==> src/rtl/bcd_display_counter_if.sv <==
// bcd_display_counter_if
//   Bundle of the control and display signals of bcd_display_counter.
//   The clock (C) and the reset (CLR) stay plain ports on the counter.
//   master : drives CE/UP/LOAD/LOAD_VAL/BLANK and observes the outputs.
//   slave  : the counter itself.
//   CE        count enable (gates the prescaler)
//   UP        direction, 1 = increment
//   LOAD      synchronous parallel load of LOAD_VAL
//   LOAD_VAL  BCD load value, digit i at [4i+3:4i]
//   BLANK     leading-zero blanking enable
//   BCD_OUT   current count, digit 0 least significant
//   segments  7-segment patterns, digit i at [8i+7:8i], Dgfedcba, active-high
//   WRAP      one-cycle pulse on wrap/borrow
`timescale 1ns/1ps
interface bcd_display_counter_if #(
  parameter int DIGITS = 2
);
  logic                  CE;
  logic                  UP;
  logic                  LOAD;
  logic [4*DIGITS-1:0]   LOAD_VAL;
  logic                  BLANK;
  logic [4*DIGITS-1:0]   BCD_OUT;
  logic [8*DIGITS-1:0]   segments;
  logic                  WRAP;

  modport master (
    output CE, UP, LOAD, LOAD_VAL, BLANK,
    input  BCD_OUT, segments, WRAP
  );

  modport slave (
    input  CE, UP, LOAD, LOAD_VAL, BLANK,
    output BCD_OUT, segments, WRAP
  );
endinterface

==> src/rtl/bcd_display_counter.sv <==
// bcd_display_counter
//   N-digit BCD up/down counter with a power-of-two prescaler, parallel
//   load, wrap pulse and a registered 7-segment decoder with optional
//   leading-zero blanking.
//   C    : clock, rising edge
//   CLR  : asynchronous active-high reset
//   bus  : bcd_display_counter_if.slave (CE, UP, LOAD, LOAD_VAL, BLANK in;
//          BCD_OUT, segments, WRAP out)
`timescale 1ns/1ps
module bcd_display_counter #(
  parameter int DIGITS        = 2,
  parameter int PRESCALE_BITS = 15
) (
  input logic                  C,
  input logic                  CLR,
  bcd_display_counter_if.slave bus
);
  localparam int W  = 4 * DIGITS;
  localparam int SW = 8 * DIGITS;
  localparam logic [PRESCALE_BITS-1:0] PRE_ONE = PRESCALE_BITS'(1);
  localparam logic [7:0] SEG_ZERO = 8'b0011_1111;

  logic [PRESCALE_BITS-1:0] pre_q, pre_d;
  logic [W-1:0]             bcd_q, bcd_d;
  logic [SW-1:0]            seg_q, seg_d;
  logic                     wrap_q, wrap_d;
  logic [W:0]               stepped;

  function automatic logic [7:0] seg7(input logic [3:0] d);
    logic [7:0] p;
    case (d)
      4'd0:    p = 8'b0011_1111;
      4'd1:    p = 8'b0000_0110;
      4'd2:    p = 8'b0101_1011;
      4'd3:    p = 8'b0100_1111;
      4'd4:    p = 8'b0110_0110;
      4'd5:    p = 8'b0110_1101;
      4'd6:    p = 8'b0111_1101;
      4'd7:    p = 8'b0000_0111;
      4'd8:    p = 8'b0111_1111;
      4'd9:    p = 8'b0110_1111;
      default: p = 8'b0000_0000;
    endcase
    return p;
  endfunction

  // Returns {wrap, next value}; the carry/borrow ripples from digit 0 up and
  // is still set past the top digit only when every digit wrapped.
  function automatic logic [W:0] bcd_step(input logic [W-1:0] v, input logic up);
    logic [W-1:0] r;
    logic         c;
    logic [3:0]   dig;
    r = v;
    c = 1'b1;
    for (int i = 0; i < DIGITS; i++) begin
      dig = v[4*i +: 4];
      if (c) begin
        if (up) begin
          if (dig == 4'd9) dig = 4'd0;
          else begin
            dig = dig + 4'd1;
            c   = 1'b0;
          end
        end else begin
          if (dig == 4'd0) dig = 4'd9;
          else begin
            dig = dig - 4'd1;
            c   = 1'b0;
          end
        end
      end
      r[4*i +: 4] = dig;
    end
    return {c, r};
  endfunction

  function automatic logic [W-1:0] sanitize(input logic [W-1:0] v);
    logic [W-1:0] r;
    r = v;
    for (int i = 0; i < DIGITS; i++) begin
      if (v[4*i +: 4] > 4'd9) r[4*i +: 4] = 4'd0;
    end
    return r;
  endfunction

  // Walk from the top digit down; 'lead' stays set while every digit seen
  // so far (including the current one) is zero.
  function automatic logic [SW-1:0] decode(input logic [W-1:0] v, input logic blank);
    logic [SW-1:0] r;
    logic          lead;
    r    = '0;
    lead = 1'b1;
    for (int i = DIGITS - 1; i >= 0; i--) begin
      if (v[4*i +: 4] != 4'd0) lead = 1'b0;
      r[8*i +: 8] = (blank && lead && (i != 0)) ? 8'h00 : seg7(v[4*i +: 4]);
    end
    return r;
  endfunction

  assign stepped = bcd_step(bcd_q, bus.UP);
  assign seg_d   = decode(bcd_q, bus.BLANK);

  always_comb begin
    pre_d  = pre_q;
    bcd_d  = bcd_q;
    wrap_d = 1'b0;
    if (bus.LOAD) begin
      bcd_d = sanitize(bus.LOAD_VAL);
      pre_d = '0;
    end else if (bus.CE) begin
      pre_d = pre_q + PRE_ONE;
      if (&pre_q) begin
        bcd_d  = stepped[W-1:0];
        wrap_d = stepped[W];
      end
    end
  end

  always_ff @(posedge C or posedge CLR) begin
    if (CLR) begin
      pre_q  <= '0;
      bcd_q  <= '0;
      wrap_q <= 1'b0;
      seg_q  <= {DIGITS{SEG_ZERO}};
    end else begin
      pre_q  <= pre_d;
      bcd_q  <= bcd_d;
      wrap_q <= wrap_d;
      seg_q  <= seg_d;
    end
  end

  assign bus.BCD_OUT  = bcd_q;
  assign bus.segments = seg_q;
  assign bus.WRAP     = wrap_q;
endmodule

==> src/flat_wrapper.sv <==
// flat-port wrapper written by rule: the top's interface ports become plain ports
module bcd_display_counter_flat 
#(
  parameter int DIGITS        = 2,
  parameter int PRESCALE_BITS = 15
)
  (C, CLR, bus_CE, bus_UP, bus_LOAD, bus_LOAD_VAL, bus_BLANK, bus_BCD_OUT, bus_segments, bus_WRAP);
  bcd_display_counter_if #(.DIGITS(DIGITS)) bus_i ();
  input logic C;
  input logic CLR;
  input wire logic [$bits(bus_i.CE)-1:0] bus_CE;
  input wire logic [$bits(bus_i.UP)-1:0] bus_UP;
  input wire logic [$bits(bus_i.LOAD)-1:0] bus_LOAD;
  input wire logic [$bits(bus_i.LOAD_VAL)-1:0] bus_LOAD_VAL;
  input wire logic [$bits(bus_i.BLANK)-1:0] bus_BLANK;
  output wire logic [$bits(bus_i.BCD_OUT)-1:0] bus_BCD_OUT;
  output wire logic [$bits(bus_i.segments)-1:0] bus_segments;
  output wire logic [$bits(bus_i.WRAP)-1:0] bus_WRAP;
  assign bus_i.CE = bus_CE;
  assign bus_i.UP = bus_UP;
  assign bus_i.LOAD = bus_LOAD;
  assign bus_i.LOAD_VAL = bus_LOAD_VAL;
  assign bus_i.BLANK = bus_BLANK;
  assign bus_BCD_OUT = bus_i.BCD_OUT;
  assign bus_segments = bus_i.segments;
  assign bus_WRAP = bus_i.WRAP;
  bcd_display_counter #(.DIGITS(DIGITS), .PRESCALE_BITS(PRESCALE_BITS)) u_core (.C(C), .CLR(CLR), .bus(bus_i));
endmodule
==> config.mk <==
export PLATFORM = sky130hd
export DESIGN_NAME = bcd_display_counter_flat
export DESIGN_NICKNAME = d
export VERILOG_FILES = /design/src/rtl/bcd_display_counter_if.sv /design/src/rtl/bcd_display_counter.sv /design/src/flat_wrapper.sv
export SDC_FILE = /design/constraint.sdc
export NUM_CORES = 1
export LEC_CHECK = 0
export ABC_AREA = 1
export CELL_PAD_IN_SITES_DETAIL_PLACEMENT = 1
export CELL_PAD_IN_SITES_GLOBAL_PLACEMENT = 2
export CORE_ASPECT_RATIO = 0.7
export CORE_MARGIN = 2
export CORE_UTILIZATION = 38
export CTS_CLUSTER_DIAMETER = 120
export DETAILED_ROUTE_END_ITERATION = 10
export DONT_BUFFER_PORTS = 1
export GPL_TIMING_DRIVEN = 0
export PLACE_DENSITY = 0.83
export SYNTH_ARGS = -nofsm -noshare
export SYNTH_HDL_FRONTEND = slang
export SYNTH_SLANG_ARGS = --single-unit
==> constraint.sdc <==
create_clock -name C -period 2.5 [get_ports C]
set_clock_uncertainty 0.1 [all_clocks]
set_input_delay 0.25 -clock C [delete_from_list [all_inputs] [get_ports C]]
set_output_delay 0.25 -clock C [all_outputs]
set_load 0.01 [all_outputs]
==> results of run 1 <==
==> state kept, by name (all words and copies together) (netlist names) <==
name	cells
u_core.bus.BCD_OUT	8
u_core.bus.WRAP	1
u_core.bus.segments	14
u_core.pre_q	15
==> timing repair <==
item | CTS | global route
resized for setup | 0 | 0
endpoints found under the hold margin | 26 | 0
hold buffers | 1 | 0
==> power by group <==
part	internal [W]	switching [W]	total, W
registers	0.000791	0.000143	0.000934
logic	0.000184	0.000360	0.000544
clock network	0.000226	0.000234	0.000459
==> cells by family after synthesis <==
kind of cell / Yosys count
AO/OA/AOI/OAI: 43
buffers and inverters: 47
XOR/XNOR: 1
adder cells (fa/ha/maj): 15
flip-flops: 38
AND/OR/NAND/NOR: 195
other: 1
==> layout make-up <==
type / count / area share
multi-input cells: 256 / 0.4799
flip-flops and latches: 38 / 0.3601
inverters: 35 / 0.04991
repair buffers: 1 / 0.003731
clock buffers: 8 / 0.03358
plain buffers: 12 / 0.03638
well taps: 78 / 0.03638
==> through the flow <==
step	setup WS (ns)	total power [W]	hold WS (ns)	instance area (um2)	cells
floorplan	0.8420	0.001342	0.2980	2485	341
global placement	0.4652	0.001481	0.3145	2582	419
detailed placement	0.4934	0.001496	0.2691	2582	419
CTS	0.4782	0.001961	0.005105	2683	428
global route	0.2323	0.002080	0.02738	2683	428
finish	0.5117	0.001937	0.01378	2683	428
==> synthesized netlist by cell type <==
| cell | count | area [um2] |
|---|---|---|
| a211o_1 | 1 | 8.760 |
| a21oi_1 | 16 | 80.08 |
| a31oi_1 | 2 | 12.51 |
| buf_2 | 4 | 20.02 |
| buf_4 | 3 | 22.52 |
| buf_6 | 2 | 22.52 |
| clkbuf_2 | 1 | 5.000 |
| clkbuf_8 | 2 | 27.53 |
| conb_1 | 1 | 3.750 |
| dfrtp_1 | 26 | 650.6 |
| dfstp_2 | 12 | 315.3 |
| ha_1 | 15 | 187.7 |
| inv_1 | 33 | 123.9 |
| inv_2 | 1 | 3.750 |
| inv_4 | 1 | 6.260 |
| nand2_1 | 101 | 379.1 |
| nand2_2 | 4 | 25.02 |
| nand3_1 | 37 | 185.2 |
| nand3_2 | 1 | 10.01 |
| nand4_1 | 6 | 37.54 |
| nor2_1 | 36 | 135.1 |
| nor2_2 | 2 | 12.51 |
| nor2_4 | 2 | 22.52 |
| nor3_1 | 5 | 25.02 |
| nor3_4 | 1 | 16.27 |
| o21ai_0 | 20 | 100.1 |
| o21ai_2 | 2 | 17.52 |
| o21bai_1 | 1 | 7.510 |
| o311ai_0 | 1 | 8.760 |
| xnor2_1 | 1 | 8.760 |
==> worst max path at each step <==
stage	start	to	depth (start not counted)
finish	u_core.bus.BCD_OUT[0]	u_core.bus.BCD_OUT[6]	9
CTS	u_core.bus.BCD_OUT[0]	u_core.bus.BCD_OUT[6]	9
global placement	u_core.bus.BCD_OUT[0]	u_core.bus.BCD_OUT[6]	9
global route	u_core.bus.BCD_OUT[0]	u_core.bus.BCD_OUT[6]	9
detailed placement	u_core.bus.BCD_OUT[0]	u_core.bus.BCD_OUT[6]	9
floorplan	u_core.bus.BCD_OUT[0]	u_core.bus.BCD_OUT[4]	9
==> worst register-to-register path, delay by kind of cell (launching register included) <==
kind / cells / cell delay, ns
adders and majority gates: 1 / 0.26
DFF: 1 / 0.54
and+or+nand+nor: 7 / 0.73
buffers and inverters: 1 / 0.26
==> per-layer routing <==
metal,up-vias,global-route usage
met5,-,0
met4,0,0.03196
met3,2,0.04000
met2,42,0.2785
met1,1053,0.3161
li1,1105,-
==> results.txt, run 1 <==
Hold endpoint - u_core.bus.segments[12]
First-pass GRT wire length - 11120 um
Utilization after layout - 0.4274
Number of global-route vias before repair - 2165
CP delay by family, top - simple AND/OR/NAND/NOR gates
R2r endpoint - u_core.bus.BCD_OUT[6]
H-Tree Depth - 2
DIE AREA - 0.007202 mm2
ANT cells - 0
Multi-input gate area - 0.001287 mm2
Commonest non-fill, non-tap cells in the layout - 101 x nand2_1, 37 x nand3_1, 36 x nor2_1, 32 x inv_1, 26 x dfrtp_1
Setup TNS - 0 ns
CP Capture Type - register
Register bit total from synthesis - 38
Post-synthesis sequential area ratio - 0.3893
Initial antenna violation count - 0
Final nets - 378
Hold Path Stages - 3
Die W - 100.6 um
Tmin final - 1.988 ns
Final Setup Violations - 0
Share of cells above drive strength 1 - 0.1286
Post-Syn Instances - 340
Critical path buffers and inverters - 1
Via density - 5.145
Initial core utilization - 0.3953
Clock Tree Root - clkbuf_8
Peak Freq - 502.9 MHz
Worst setup SP type - register
Drc violations - 0
ANT nets after route - 0
Rows - 24
Worst-path clk slew - 0.08 ns
Avg WL per Cell - 15.68 um
VDD IR max - 0.3111 mV
Met2 WL - 2751 um
Rel. slew slack - 0.4280
Final Wtd Congestion - 0.7583
Post-Syn Area per Cell - 7.297 um2
Worst reg2reg setup slack - 0.51 ns
Synth Area in Compound Gates - 0.09481
Area of the mapped netlist - 0.002481 mm2
Commonest non-fill, non-tap cell in the layout - nand2_1
Initial DRC count - 88
Fin crit share - 0.7953
CP max stage cell - dfrtp_1
Crit-path cells - inv_1 -> ha_1 -> nand3_2 -> nand2_1 -> nand2_1 -> nand2_1 -> nand3_1 -> nand2_1 -> nand2_1
Die H - 71.61 um
Synth Area in Adders - 0.07564
Total of max-cap violations - 0
Fillers - 820
P per Cell Area - 722.2 mW/mm2
WL met1 - 3668 um
Post-Synth Simple-Gate Area - 0.3419
Fin. max-slew vios - 0
Run status - complete, no violations
Hold crit path type - in -> reg
Worst R2R Path Depth - 9
Final Hold Vio Count - 0
YS warnings - 0
Worst Tran Pin Value - 0.8568 ns
WP data required - 2.58 ns
Multiplexer area fraction after synthesis - 0
P_leak - 1.324 nW
Clock latency on the worst-skew pair - 0.29 ns
Drt pass-1 iters - 4
Ports - 39
Hpwl dp - 5124 um
Register area - 965.9 um2
HP Start - bus_BLANK
CP arrival - 2.07 ns
RSZ-0062 raised after global routing - false
Port Buffers - 0
CP most frequent cell - nand2_1
Max stage delay on crit path - 0.54 ns
Worst r2r src - u_core.bus.BCD_OUT[0]
CTS tree - done
Drt total wl - 6709 um
TritonCTS buffer count - 5
Area delta synth->final - 8.119%
Clock Sinks - 38
GR Util All Layers - 0.1984
Total congestion overflow - 0
Core ar. - 0.006276 mm2
Via count - 2202
Max Used Layer - met4
Crit path max fanout - 9
Postcts setup bufs - 0
Post-synthesis xor/xnor area fraction - 0.003530
Crit path kind - reg -> reg
CTS Buffer Depth - 2
Largest family of logic cells by synthesized area - simple AND/OR/NAND/NOR gates
Count of different cell masters after synthesis - 30
Largest net degree at the start of global routing - 39
WL met3 - 270 um
(Power assumes the default switching activity.)
==> inputs of run 2 (changes only) <==
--- a/config.mk
+++ b/config.mk
@@ -5,17 +5,17 @@
 export SDC_FILE = /design/constraint.sdc
 export NUM_CORES = 1
 export LEC_CHECK = 0
-export ABC_AREA = 1
+export ABC_AREA = 0
 export CELL_PAD_IN_SITES_DETAIL_PLACEMENT = 1
 export CELL_PAD_IN_SITES_GLOBAL_PLACEMENT = 2
 export CORE_ASPECT_RATIO = 0.7
 export CORE_MARGIN = 2
-export CORE_UTILIZATION = 38
+export CORE_UTILIZATION = 35
 export CTS_CLUSTER_DIAMETER = 120
 export DETAILED_ROUTE_END_ITERATION = 10
 export DONT_BUFFER_PORTS = 1
 export GPL_TIMING_DRIVEN = 0
-export PLACE_DENSITY = 0.83
+export PLACE_DENSITY = 0.75
 export SYNTH_ARGS = -nofsm -noshare
 export SYNTH_HDL_FRONTEND = slang
 export SYNTH_SLANG_ARGS = --single-unit
==> constraint.sdc (replaced) <==
create_clock -name C -period 1.8 [get_ports C]
set_clock_uncertainty 0.1 [all_clocks]
set_input_delay 0.18 -clock C [delete_from_list [all_inputs] [get_ports C]]
set_output_delay 0.18 -clock C [all_outputs]
set_load 0.01 [all_outputs]
==> results.txt, run 2 <==
ANT cells - 0 (unchanged)
Via count - 1979 (-10%)
Initial antenna violation count - 0 (unchanged)
CP arrival - 2.06 ns (about the same)
Number of global-route vias before repair - 1941 (-10%)
Largest net degree at the start of global routing - 39 (unchanged)
ANT nets after route - 0 (unchanged)
Commonest non-fill, non-tap cell in the layout - nor2_1
Fillers - 774 (-5.6%)
Area delta synth->final - 24.75%
Avg WL per Cell - 16.68 um (+6.4%)
RSZ-0062 raised after global routing - true
Run status - complete, but fails checks
Fin. max-slew vios - 0 (unchanged)
CTS tree - done
Total of max-cap violations - 0 (unchanged)
Hpwl dp - 4267 um (-17%)
CP delay by family, top - simple AND/OR/NAND/NOR gates
Post-synth EDFFs - 0 (unchanged)
Largest reg by FF count - u_core.pre_q
VDD IR max - 0.3279 mV (+5.4%)
Dpl cell area - 0.002536 mm2 (-1.8%)
First-pass GRT wire length - 10050 um (-9.6%)
CTS Buffer Depth - 2 (unchanged)
Fin crit share - 1.105 (+0.3096)
Register bit total from synthesis - 38 (unchanged)
Ports - 39 (unchanged)
Ys async rst share - 1.000 (unchanged)
Top_reg_cell synth - dfrtp_1
Area of the mapped netlist - 0.002381 mm2 (-4.0%)
Commonest non-fill, non-tap cells in the layout - 33 x nor2_1, 22 x dfrtp_1, 20 x nand2_1, 17 x buf_4
Crit-path cells - inv_4 -> ha_4 -> or3b_4 -> a21oi_4 -> nand2_2 -> a2111oi_4 -> nor2_1
Fin cells - 386 (-9.8%)
Commonest cells post-synth - 33 x nor2_1, 26 x dfrtp_1, 21 x nand2_1
HP Start - bus_LOAD_VAL[1]
Critical path buffers and inverters - 1 (unchanged)
Rel. slew slack - 0.4431 (+0.01510)
Die H - 73.01 um (+2.0%)
Max FFs per register - 15 (unchanged)
Rows - 25 (+4.2%)
Design area - 0.002970 mm2 (+11%)
P per Cell Area - 754.8 mW/mm2 (+4.5%)
CP Capture Type - register
H-Tree Depth - 2 (unchanged)
Top post-synthesis cells by area - dfrtp_1 27%, dfstp_2 13%, ha_1 7.9%, nor2_1 5.2%, o21ai_0 3.6%
Crit path max fanout - 8 (-1)
Worst Tran Pin Value - 0.8342 ns (-0.02261 ns)
Drt total wl - 6440 um (-4.0%)
Count of different cell masters after synthesis - 50 (+67%)
DIE AREA - 0.007489 mm2 (+4.0%)
Tmin final - 1.989 ns (+0.0005370 ns)
Clock Tree Root - clkbuf_8
Initial DRC count - 45 (-49%)
Final nets - 320 (-15%)
Crit path kind - reg -> reg
Top-count cell post-synth - nor2_1
Total congestion overflow - 0 (unchanged)
Final Hold Vio Count - 0 (unchanged)
CP max stage cell - dfrtp_2
Initial core utilization - 0.3574 (-0.03796)
Most area-hungry cell type in the Yosys netlist - dfrtp_1
Synth top area share - 0.2733 (+0.01102)
Peak Freq - 502.8 MHz (about the same)
Worst setup SP type - register
Drc violations - 0 (unchanged)
Via density - 5.127 (-0.35%)
Worst-path clk slew - 0.08 ns (about the same)
YS warnings - 0 (unchanged)
Final Wtd Congestion - 0.7915 (+4.4%)
Max stage delay on crit path - 0.52 ns (-0.02 ns)
Post-synthesis sequential area ratio - 0.4057 (+0.01637)
Cells after DPL - 350 (-16%)
WP data required - 1.87 ns (-0.71 ns)
Post-Syn Area per Cell - 9.337 um2 (+28%)
Drt pass-1 iters - 4 (unchanged)
Core ar. - 0.006663 mm2 (+6.2%)
Failing checks - negative setup slack
Hold crit path type - in -> reg
Post-route worst setup slack - -0.1888 ns (-0.7005 ns)
Share of cells above drive strength 1 - 0.2808 (+0.1523)
Worst setup path startpoint - u_core.bus.BCD_OUT[0]
P_leak - 1.291 nW (-2.5%)
Clock latency on the worst-skew pair - 0.30 ns (about the same)
GR Util All Layers - 0.1750 (-0.02339)
Final Setup Violations - 7 (+7)
TritonCTS buffer count - 5 (unchanged)
Die W - 102.6 um (+2.0%)
Post-Syn Instances - 255 (-25%)
Clock Sinks - 38 (unchanged)
Port Buffers - 0 (unchanged)
Worst r2r src - u_core.bus.BCD_OUT[0]
==> run 2: cell count changes after synthesis, sizes merged, moves of 6 or more <==
cell	delta
nand3	-25
xor2	+9
inv	-24
nand2	-84
nor2	-7
nand2b	+6
==> run 2: area by class of cell <==
cell class | instances | area, um2 | area share
inverter | 11 | 46.29 | 0.01559
sequential | 38 | 970.9 | 0.3269
multi-input combinational | 194 | 1385 | 0.4663
buffer | 13 | 105.1 | 0.03538
tap | 94 | 117.6 | 0.03960
clock inverter | 3 | 45.04 | 0.01516
clock buffer | 5 | 68.82 | 0.02317
timing repair buffer | 28 | 231.5 | 0.07793
==> run 2: logic make-up after synthesis <==
family | count (synthesis) | share of synthesized area
fa+ha+maj | 15 | 0.07882
flops | 38 | 0.4057
buf+inv | 24 | 0.06096
compound gates | 56 | 0.1440
other cells | 1 | 0.001575
mux | 5 | 0.02102
xor+xnor | 13 | 0.04782
simple gates | 103 | 0.2402
==> run 2: per-stage QoR <==
step	total power [W]	hold slack, ns	setup TNS (ns)	worst slack [ns]	util
after floorplan	0.001335	0.2025	-0.2081	-0.06478	-
after global placement	0.001428	0.2194	-1.960	-0.2657	0.3807
after detailed placement	0.001432	0.1846	-2.228	-0.3092	0.3807
after CTS	0.002244	0.005949	-0.9278	-0.1927	0.4265
after global routing	0.002371	0.01089	-1.966	-0.2894	0.4458
final	0.002242	0.008864	-0.8999	-0.1888	0.4458
==> run 2: final timing paths <==
path	endpoint	slack, ns	depth (start not counted)
max	u_core.bus.BCD_OUT[7]	-0.19	7
min	u_core.bus.BCD_OUT[0]	0.009	3
max reg2reg	u_core.bus.BCD_OUT[7]	-0.19	7
min reg2reg	u_core.pre_q[13]	0.50	2
max in group asynchronous	u_core.bus.BCD_OUT[0]	0.62	2
min in group asynchronous	u_core.pre_q[7]	0.41	2
==> run 2: worst reg2reg max path, cell delays in order, from the launching register on <==
cell	delay, ns
dfrtp_2	0.52
inv_4	0.11
ha_4	0.13
or3b_4	0.38
a21oi_4	0.18
nand2_2	0.12
a2111oi_4	0.24
nor2_1	0.10
==> run 2: timing repair <==
item                                    4_1_cts  5_1_grt
endpoints found under the hold margin        34        0
setup buffers                                 7        9
pin swaps                                     7        8
endpoints found under the setup margin       15       21
hold buffers                                 12        0
resized for setup                             8       18
==> run 2: per-layer routing <==
metal  wire (um)  vias up  GRT usage
li1            -      954          -
met1        3241      980     0.2579
met2        2882       43     0.2636
met3         300        2    0.03831
met4          15        0    0.03556
met5           0        -          0
==> run 2: where the power goes <==
group          switching (W)  total (W)  internal (W)
clock network       0.000337   0.000750      0.000413
registers          0.0000999    0.00106      0.000962
logic               0.000244   0.000431      0.000187
==> inputs of run 3 (changes only) <==
--- a/config.mk
+++ b/config.mk
@@ -6,7 +6,7 @@
 export NUM_CORES = 1
 export LEC_CHECK = 0
 export ABC_AREA = 0
-export CELL_PAD_IN_SITES_DETAIL_PLACEMENT = 1
+export CELL_PAD_IN_SITES_DETAIL_PLACEMENT = 0
 export CELL_PAD_IN_SITES_GLOBAL_PLACEMENT = 2
 export CORE_ASPECT_RATIO = 0.7
 export CORE_MARGIN = 2
==> results.txt, run 3 (synthesis gave the netlist of run 2 again) <==
Run status - complete, but fails checks
Failing checks - negative setup slack
CP max stage cell - dfrtp_2
First-pass GRT wire length - 9052 um (-10%)
Drt total wl - 5688 um (-12%)
Total of max-cap violations - 0 (unchanged)
Max stage delay on crit path - 0.51 ns (about the same)
Avg WL per Cell - 15.01 um (-10%)
Initial DRC count - 84 (+87%)
Tmin final - 1.958 ns (-0.03119 ns)
Design area - 0.002885 mm2 (-2.9%)
DIE AREA - 0.007489 mm2 (unchanged)
Setup TNS - -0.7337 ns (+0.1662 ns)
Final nets - 313 (-2.2%)
CP arrival - 2.01 ns (-0.05 ns)
Max FFs per register - 15 (unchanged)
Die H - 73.01 um (unchanged)
Crit-path cells - inv_4 -> ha_4 -> or3b_4 -> a21oi_4 -> nand4b_4 -> mux2i_1 -> o21ai_1
Final Setup Violations - 6 (-1)
Total congestion overflow - 0 (unchanged)
Share of cells above drive strength 1 - 0.2386 (-0.04223)
Core ar. - 0.006663 mm2 (unchanged)
RSZ-0062 raised after global routing - true
Initial core utilization - 0.3574 (unchanged)
Fin crit share - 1.088 (-0.01733)
Area delta synth->final - 21.18%
Die W - 102.6 um (unchanged)
Commonest non-fill, non-tap cells in the layout - 33 x nor2_1, 22 x dfrtp_1, 21 x nand2_1, 16 x a21oi_1, 15 x o21ai_0
Rel. slew slack - 0.4431 (about the same)
Rows - 25 (unchanged)
Via density - 4.992 (-2.6%)
ANT cells - 0 (unchanged)
Fin. max-slew vios - 0 (unchanged)
Peak Freq - 510.8 MHz (+1.6%)
P per Cell Area - 762.5 mW/mm2 (+1.0%)
Port Buffers - 0 (unchanged)
Commonest non-fill, non-tap cell in the layout - nor2_1
GR Util All Layers - 0.1584 (-0.01664)
Crit path kind - reg -> reg
CTS Buffer Depth - 2 (unchanged)
Dpl cell area - 0.002536 mm2 (unchanged)
CTS tree - done
Worst-path clk slew - 0.08 ns (about the same)
Worst setup SP type - register
TritonCTS buffer count - 5 (unchanged)
Ports - 39 (unchanged)
H-Tree Depth - 2 (unchanged)
Pre-CTS WS - -0.2956 ns (+0.01360 ns)
Final Wtd Congestion - 0.7915 (unchanged)
ANT nets after route - 0 (unchanged)
P_leak - 1.261 nW (-2.3%)
WP data required - 1.85 ns (-0.02 ns)
Hold crit path type - in -> reg
Hpwl dp - 3891 um (-8.8%)
VDD IR max - 0.3635 mV (+11%)
Worst Tran Pin Value - 0.8354 ns (+0.001204 ns)
Via count - 1892 (-4.4%)
Drc violations - 0 (unchanged)
CP Capture Type - register
Clock latency on the worst-skew pair - 0.29 ns (about the same)
Crit path max fanout - 8 (unchanged)
Number of global-route vias before repair - 1791 (-7.7%)
Clock Sinks - 38 (unchanged)
Final Hold Vio Count - 0 (unchanged)
Clock Tree Root - clkbuf_8
Largest reg by FF count - u_core.pre_q
Total power - 0.002200 W (-1.9%)
Drt pass-1 iters - 4 (unchanged)
Largest net degree at the start of global routing - 39 (unchanged)
Initial antenna violation count - 0 (unchanged)
Post-route worst setup slack - -0.1576 ns (+0.03119 ns)
run 3: cell count changes in the layout (fill, tap and decap cells not counted), sizes merged:
cell,before,now
buf,22,14
clkinv,0,2
clkinvlp,2,0
dlygate4sd3,12,13
run 3: area by class of cell:
| type | count | area [um2] |
|---|---|---|
| fillers | 671 | 3777 |
| multi-input cells | 194 | 1355 |
| flip-flops and latches | 38 | 970.9 |
| repair buffers | 21 | 181.4 |
| well taps | 94 | 117.6 |
| plain buffers | 13 | 105.1 |
| clock buffers | 5 | 68.82 |
| inverters | 11 | 46.29 |
| clock inverters | 3 | 40.04 |
run 3: layer usage:
metal  up-vias  track usage  share of wire
met1       915       0.2404           0.52
met2        33       0.2157           0.42
met5         -            0              0
met3         5      0.04502          0.048
met4         0      0.04444         0.0086
li1        939            -              -
run 3: metrics by stage:
step / util / cells / hold slack [ns]
final: 0.4331 / 379 / 0.009524
after global routing: 0.4331 / 379 / 0.006518
after CTS: 0.4239 / 377 / 0.008507
after detailed placement: 0.3807 / 350 / 0.1744
after global placement: 0.3807 / 350 / 0.2194
after floorplan: - / 256 / 0.2025
run 3: critical path, delay by kind of cell (launching register included):
family	cells	cell delay, ns
and+or+nand+nor	2	0.55
muxes	1	0.18
buffers and inverters	1	0.10
DFF	1	0.51
adders and majority gates	1	0.13
AOI/OAI and AO/OA	2	0.25
run 3: where the power goes:
group          total (W)  internal, W  switching [W]
registers        0.00106     0.000962      0.0000969
clock network   0.000737     0.000408       0.000328
logic           0.000405     0.000176       0.000229
run 3: worst paths after layout:
path	start	endpoint	slack, ns	depth (start not counted)
max	u_core.bus.BCD_OUT[0]	u_core.bus.BCD_OUT[6]	-0.16	7
min	bus_LOAD_VAL[1]	u_core.bus.BCD_OUT[0]	0.01	3
max reg2reg	u_core.bus.BCD_OUT[0]	u_core.bus.BCD_OUT[6]	-0.16	7
min reg2reg	u_core.pre_q[12]	u_core.pre_q[12]	0.51	2
max in group asynchronous	CLR	u_core.bus.BCD_OUT[5]	0.60	2
min in group asynchronous	CLR	u_core.bus.BCD_OUT[7]	0.39	2
run 3: repair_timing:
| action | in CTS | in global routing |
|---|---|---|
| resized for setup | 4 | 14 |
| endpoints found under the setup margin | 10 | 21 |
| endpoints found under the hold margin | 34 | 0 |
| gates cloned | 0 | 0 |
| hold buffers | 13 | 0 |
| pin swaps | 6 | 4 |
| buffers inserted | 6 | 2 |
